## config.mk

```make
export PLATFORM = sky130hd
export DESIGN_NAME = instr_fetch_ctrl
export DESIGN_NICKNAME = d
export VERILOG_FILES = /design/src/rtl/fetch_pkg.sv /design/src/rtl/fetch_pc_reg.sv /design/src/rtl/instr_fetch_ctrl.sv
export SDC_FILE = /design/constraint.sdc
export NUM_CORES = 1
export LEC_CHECK = 0
export BUFFER_PORTS_ARGS = -buffer_cell sky130_fd_sc_hd__clkbuf_2
export CORE_MARGIN = 3
export CORE_UTILIZATION = 44
export CTS_CLUSTER_SIZE = 12
export DETAILED_ROUTE_END_ITERATION = 10
export PLACE_DENSITY = 0.78
export SYNTH_ARGS = -nofsm -noshare
export SYNTH_HDL_FRONTEND = slang
export SYNTH_SLANG_ARGS = --single-unit
export TNS_END_PERCENT = 10
```

## constraint.sdc

```tcl
create_clock -name clk -period 1.7 [get_ports clk]
set_input_delay 0.255 -clock clk [delete_from_list [all_inputs] [get_ports clk]]
set_output_delay 0.255 -clock clk [all_outputs]
set_load 0.01 [all_outputs]
```

## src/rtl/fetch_pkg.sv

```systemverilog
// fetch_pkg: shared state encoding and default geometry for the instruction fetch controller.
package fetch_pkg;
  typedef enum logic [1:0] {IDLE = 2'd0, FETCH = 2'd1, HALT = 2'd2} state_t;
  localparam int DEF_ADDR_W = 6;
  localparam int DEF_DATA_W = 32;
  localparam logic [31:0] DEF_HALT_WORD = 32'hFFFF_FFFF;
endpackage

```

## src/rtl/fetch_pc_reg.sv

```systemverilog
// fetch_pc_reg: program counter with reset value, redirect load and wrapping increment.
module fetch_pc_reg #(
  parameter int ADDR_W = 6,
  parameter logic [ADDR_W-1:0] RESET_PC = '0
) (
  input  logic              clk,
  input  logic              rst,
  input  logic              load,
  input  logic              inc,
  input  logic [ADDR_W-1:0] load_addr,
  output logic [ADDR_W-1:0] pc
);
  always_ff @(posedge clk)
    pc <= rst ? RESET_PC : load ? load_addr : inc ? pc + ADDR_W'(1) : pc;
endmodule

```

## src/rtl/instr_fetch_ctrl.sv

```systemverilog
// instr_fetch_ctrl: fetch sequencer with one-entry valid/ready output slot, redirect and halt.
// Define FETCH_PERF_CNT_EN to build the saturating accepted-instruction counter.
module instr_fetch_ctrl
  import fetch_pkg::*;
#(
  parameter int ADDR_W = DEF_ADDR_W,
  parameter int DATA_W = DEF_DATA_W,
  parameter logic [ADDR_W-1:0] RESET_PC = '0,
  parameter logic [DATA_W-1:0] HALT_WORD = DEF_HALT_WORD
) (
  input  logic              clk,
  input  logic              rst,
  input  logic              start,
  output logic [ADDR_W-1:0] im_addr,
  input  logic [DATA_W-1:0] im_rdata,
  output logic              out_valid,
  input  logic              out_ready,
  output logic [DATA_W-1:0] out_instr,
  output logic [ADDR_W-1:0] out_pc,
  input  logic              redirect_valid,
  input  logic [ADDR_W-1:0] redirect_addr,
  output logic              halted,
  output logic [15:0]       perf_fetch_cnt
);
  state_t            state;
  logic [ADDR_W-1:0] pc;
  logic              slot_free, inc;

  assign slot_free = !out_valid || out_ready;
  assign inc       = state == FETCH && !redirect_valid && slot_free;
  assign im_addr   = pc;
  assign halted    = state == HALT;

  fetch_pc_reg #(.ADDR_W(ADDR_W), .RESET_PC(RESET_PC)) u_pc (
    .clk(clk), .rst(rst), .load(redirect_valid), .inc(inc),
    .load_addr(redirect_addr), .pc(pc)
  );

  // Redirect flushes the slot in every state; a load always wins over retiring the old entry.
  always_ff @(posedge clk) begin
    if (rst) begin
      state     <= IDLE;
      out_valid <= 1'b0;
      out_instr <= '0;
      out_pc    <= '0;
    end else begin
      if (inc) begin
        out_valid <= 1'b1;
        out_instr <= im_rdata;
        out_pc    <= pc;
      end else if (redirect_valid || out_ready) out_valid <= 1'b0;
      state <= state == IDLE  ? (start ? FETCH : IDLE)
             : state == FETCH ? (inc && im_rdata == HALT_WORD ? HALT : FETCH)
             : (redirect_valid || start ? FETCH : HALT);
    end
  end

`ifdef FETCH_PERF_CNT_EN
  logic [15:0] cnt;
  always_ff @(posedge clk)
    if (rst) cnt <= '0;
    else if (out_valid && out_ready && !redirect_valid && cnt != 16'hFFFF) cnt <= cnt + 16'd1;
  assign perf_fetch_cnt = cnt;
`else
  assign perf_fetch_cnt = 16'h0;
`endif
endmodule

```

==> results_dict.tcl <==
set metrics [dict create \
    syn_area_per_cell_um2 9.79 \
    cp-start-kind "flip-flop" \
    post_cts_buffers 0 \
    r2r_cells 5 \
    via_per_inst 4.89 \
    synthCells 203 \
    cp_max_fo 7 \
    clock_latency_ns 0.29 \
    syn2layout_area_growth_pct 25.1 \
    synth_top_area_frac 0.473 \
    finalPower_mw 2.11 \
    gp_congestion 0.732 \
    placement.io_buffers 88 \
    synth.distinct_cells 28 \
    htreeDepth 2 \
    first_global_vias 1594 \
    root_buffer "clkbuf_8" \
    setup_violations 0 \
    hold_path.class "in2reg" \
    hold_buffers 0 \
    dp_slack_ns 0.290 \
    rsz0062_at_grt "no" \
    clk_pin_slew_ns 0.08 \
    period_needed_ns 1.42 \
    firstDrtPassIters 4 \
    ir_drop_v 0.000473 \
    cts_made_buffers 5 \
    grt_pass1_wl_um 7130 \
    cp.required_ns 1.89 \
    grt_max_degree 26 \
    routed_wl_um 4380 \
    skew_ns 0.00275 \
    setup_ws_ns 0.281 \
    postRouteAntennaNets 0 \
    cap_violations 0 \
    io_pins 105 \
    hold_depth 3 \
    path_class "reg2reg" \
    slowest_stage "dfxtp_1" \
    synth_seq_area_share 0.473 \
    start_util 0.476 \
    r2r-end "u_pc.pc[0]" \
    dp_hpwl_um 3410 \
    dpl-instance-area_mm2 0.00241 \
    synth_compound_area_frac 0.0396 \
    synthArstFlopShare 0 \
    antenna_found_initial 0 \
    synth_top_cell_by_area "dfxtp_1" \
    antenna_cells 0 \
    synthTopCellsByArea "dfxtp_1, mux2i_1, nor2_1, buf_4, nand4_1" \
    die_area_mm2 0.00536 \
    dieWidth_um 73.2 \
    ys.flop_type "dfxtp_1" \
    track_usage 0.169 \
    nNetsFinal 335 \
    cts.sinks 47 \
    fillers 390 \
    final_area_mm2 0.00249 \
    ff2ff_setup_slack_ns 0.28 \
    synth_edf_count 0 \
    yosysMostFrequentCell "dfxtp_1" \
    drive_gt1_frac 0.348 \
    tns_ns 0 \
    synth.mux.area_fraction 0.191 \
    cts_resized 0 \
    core-area_mm2 0.00417 \
    critPathArrivalTime_ns 1.61 \
    netlist_top_cells_count "dfxtp_1, nor2_1, mux2i_1" \
    synth_fa_ha_area_frac 0.00629 \
    outcome "finished clean" \
    clock_path_buffers 2 \
    rr_startpoint "out_valid" \
    min_to "u_pc.pc[3]" \
    maxClockFrequency_ghz 0.705 \
    num_vias 1663 \
    slowest_delay_ns 0.34 \
    hold_viol 0 \
    rows 23 \
    drc 0 \
    fin_util 0.596 \
    timing.final.crit_share 0.835 \
    maxSlewViolCount 0 \
    cts_tree "built" \
    drtIter0Drc 48 \
    p_leak_nw 1.14 \
    yosysWarnings 0 \
    synth-xor-area-share 0.0220 \
    cp_cell_sequence "nor2b_1 > buf_4 > nor2_1 > xnor2_1 > a211oi_1" \
    ys_ff_latch 47 \
    die_h_um 73.2 \
    min_from "redirect_addr[3]" \
    netlist_area_mm2 0.00199 \
    wl_per_cell_um 12.9 \
    crit_path_end_kind "flip-flop" \
    powerDensity_mw_per_mm2 849 \
    synth_top_family_by_area "multiplexers" \
    synthSimpleGateAreaFrac 0.166 \
    grt-ovfl-total 0 \
]
[registers in the layout (all words and copies together) (netlist names)]
signal,cells
out_instr,32
out_pc,6
u_pc.pc,6
state,2
out_valid,1
[worst max-delay path, delay by kind of cell, from the launching register on]
family | cells | cell delay (ns)
simple gates | 2 | 0.37
flops | 1 | 0.34
xor+xnor | 1 | 0.14
buf+inv | 1 | 0.21
compound gates | 1 | 0.28
[final cells by class]
| cell class | count | area [µm²] | area share |
|---|---|---|---|
| timing repair buffer | 94 | 498 | 0.200 |
| multi-input combinational | 141 | 906 | 0.364 |
| tap | 50 | 62.6 | 0.0252 |
| sequential | 47 | 941 | 0.378 |
| clock buffer | 6 | 72.6 | 0.0292 |
| inverter | 2 | 7.51 | 0.00302 |
[metal layers]
| metal | part of all wire | wire length [µm] | global-route usage | vias to the layer above |
|---|---|---|---|---|
| met5 | 0 | 0 | 0 | - |
| met4 | 0.0021 | 9 | 0.0492 | 0 |
| met3 | 0.094 | 413 | 0.0551 | 2 |
| met2 | 0.47 | 2050 | 0.266 | 71 |
| met1 | 0.43 | 1900 | 0.219 | 752 |
| li1 | - | - | - | 838 |
[stage by stage]
stage	hold WS, ns	std cells
2_1_floorplan	0.334	218
3_3_place_gp	0.472	334
3_5_place_dp	0.484	334
4_1_cts	0.207	340
5_1_grt	0.218	340
6_report	0.216	340
[worst max-delay path by stage]
stage,end,from,slack [ns],cells after the start
after global routing,u_pc.pc[0],out_valid,0.17,5
after detailed placement,out_pc[3],state[1],0.29,5
after global placement,out_pc[5],state[1],0.34,5
after floorplan,out_pc[0],out_valid,0.21,7
after CTS,out_pc[3],state[1],0.27,5
final,u_pc.pc[0],out_valid,0.28,5
[cell families after synthesis]
logic type,after synthesis
AOI/OAI and AO/OA,11
xor gates and xnor gates,5
adders and majority gates,1
buffers and inverters,30
DFF,47
muxes,38
other,1
and+or+nand+nor,70
[power by group]
group / switching (mW) / leakage, nW / internal (mW)
Clock: 0.330 / 0.0371 / 0.275
Sequential: 0.0358 / 0.384 / 1.15
Combinational: 0.174 / 0.720 / 0.146
[layout by cell type, fill, tap and decap left out, drive strengths merged, types with 3 or more instances in the layout]
cell type | Yosys | routed
nor2b | 3 | 3
nor3 | 5 | 5
clkbuf | 6 | 94
buf | 22 | 6
mux2i | 38 | 38
a211oi | 5 | 5
nor4 | 3 | 3
nor2 | 45 | 45
nand4 | 8 | 8
dfxtp | 47 | 47
xnor2 | 5 | 5
conb | 1 | 16
No activity file was read; power rests on OpenSTA's default activity.
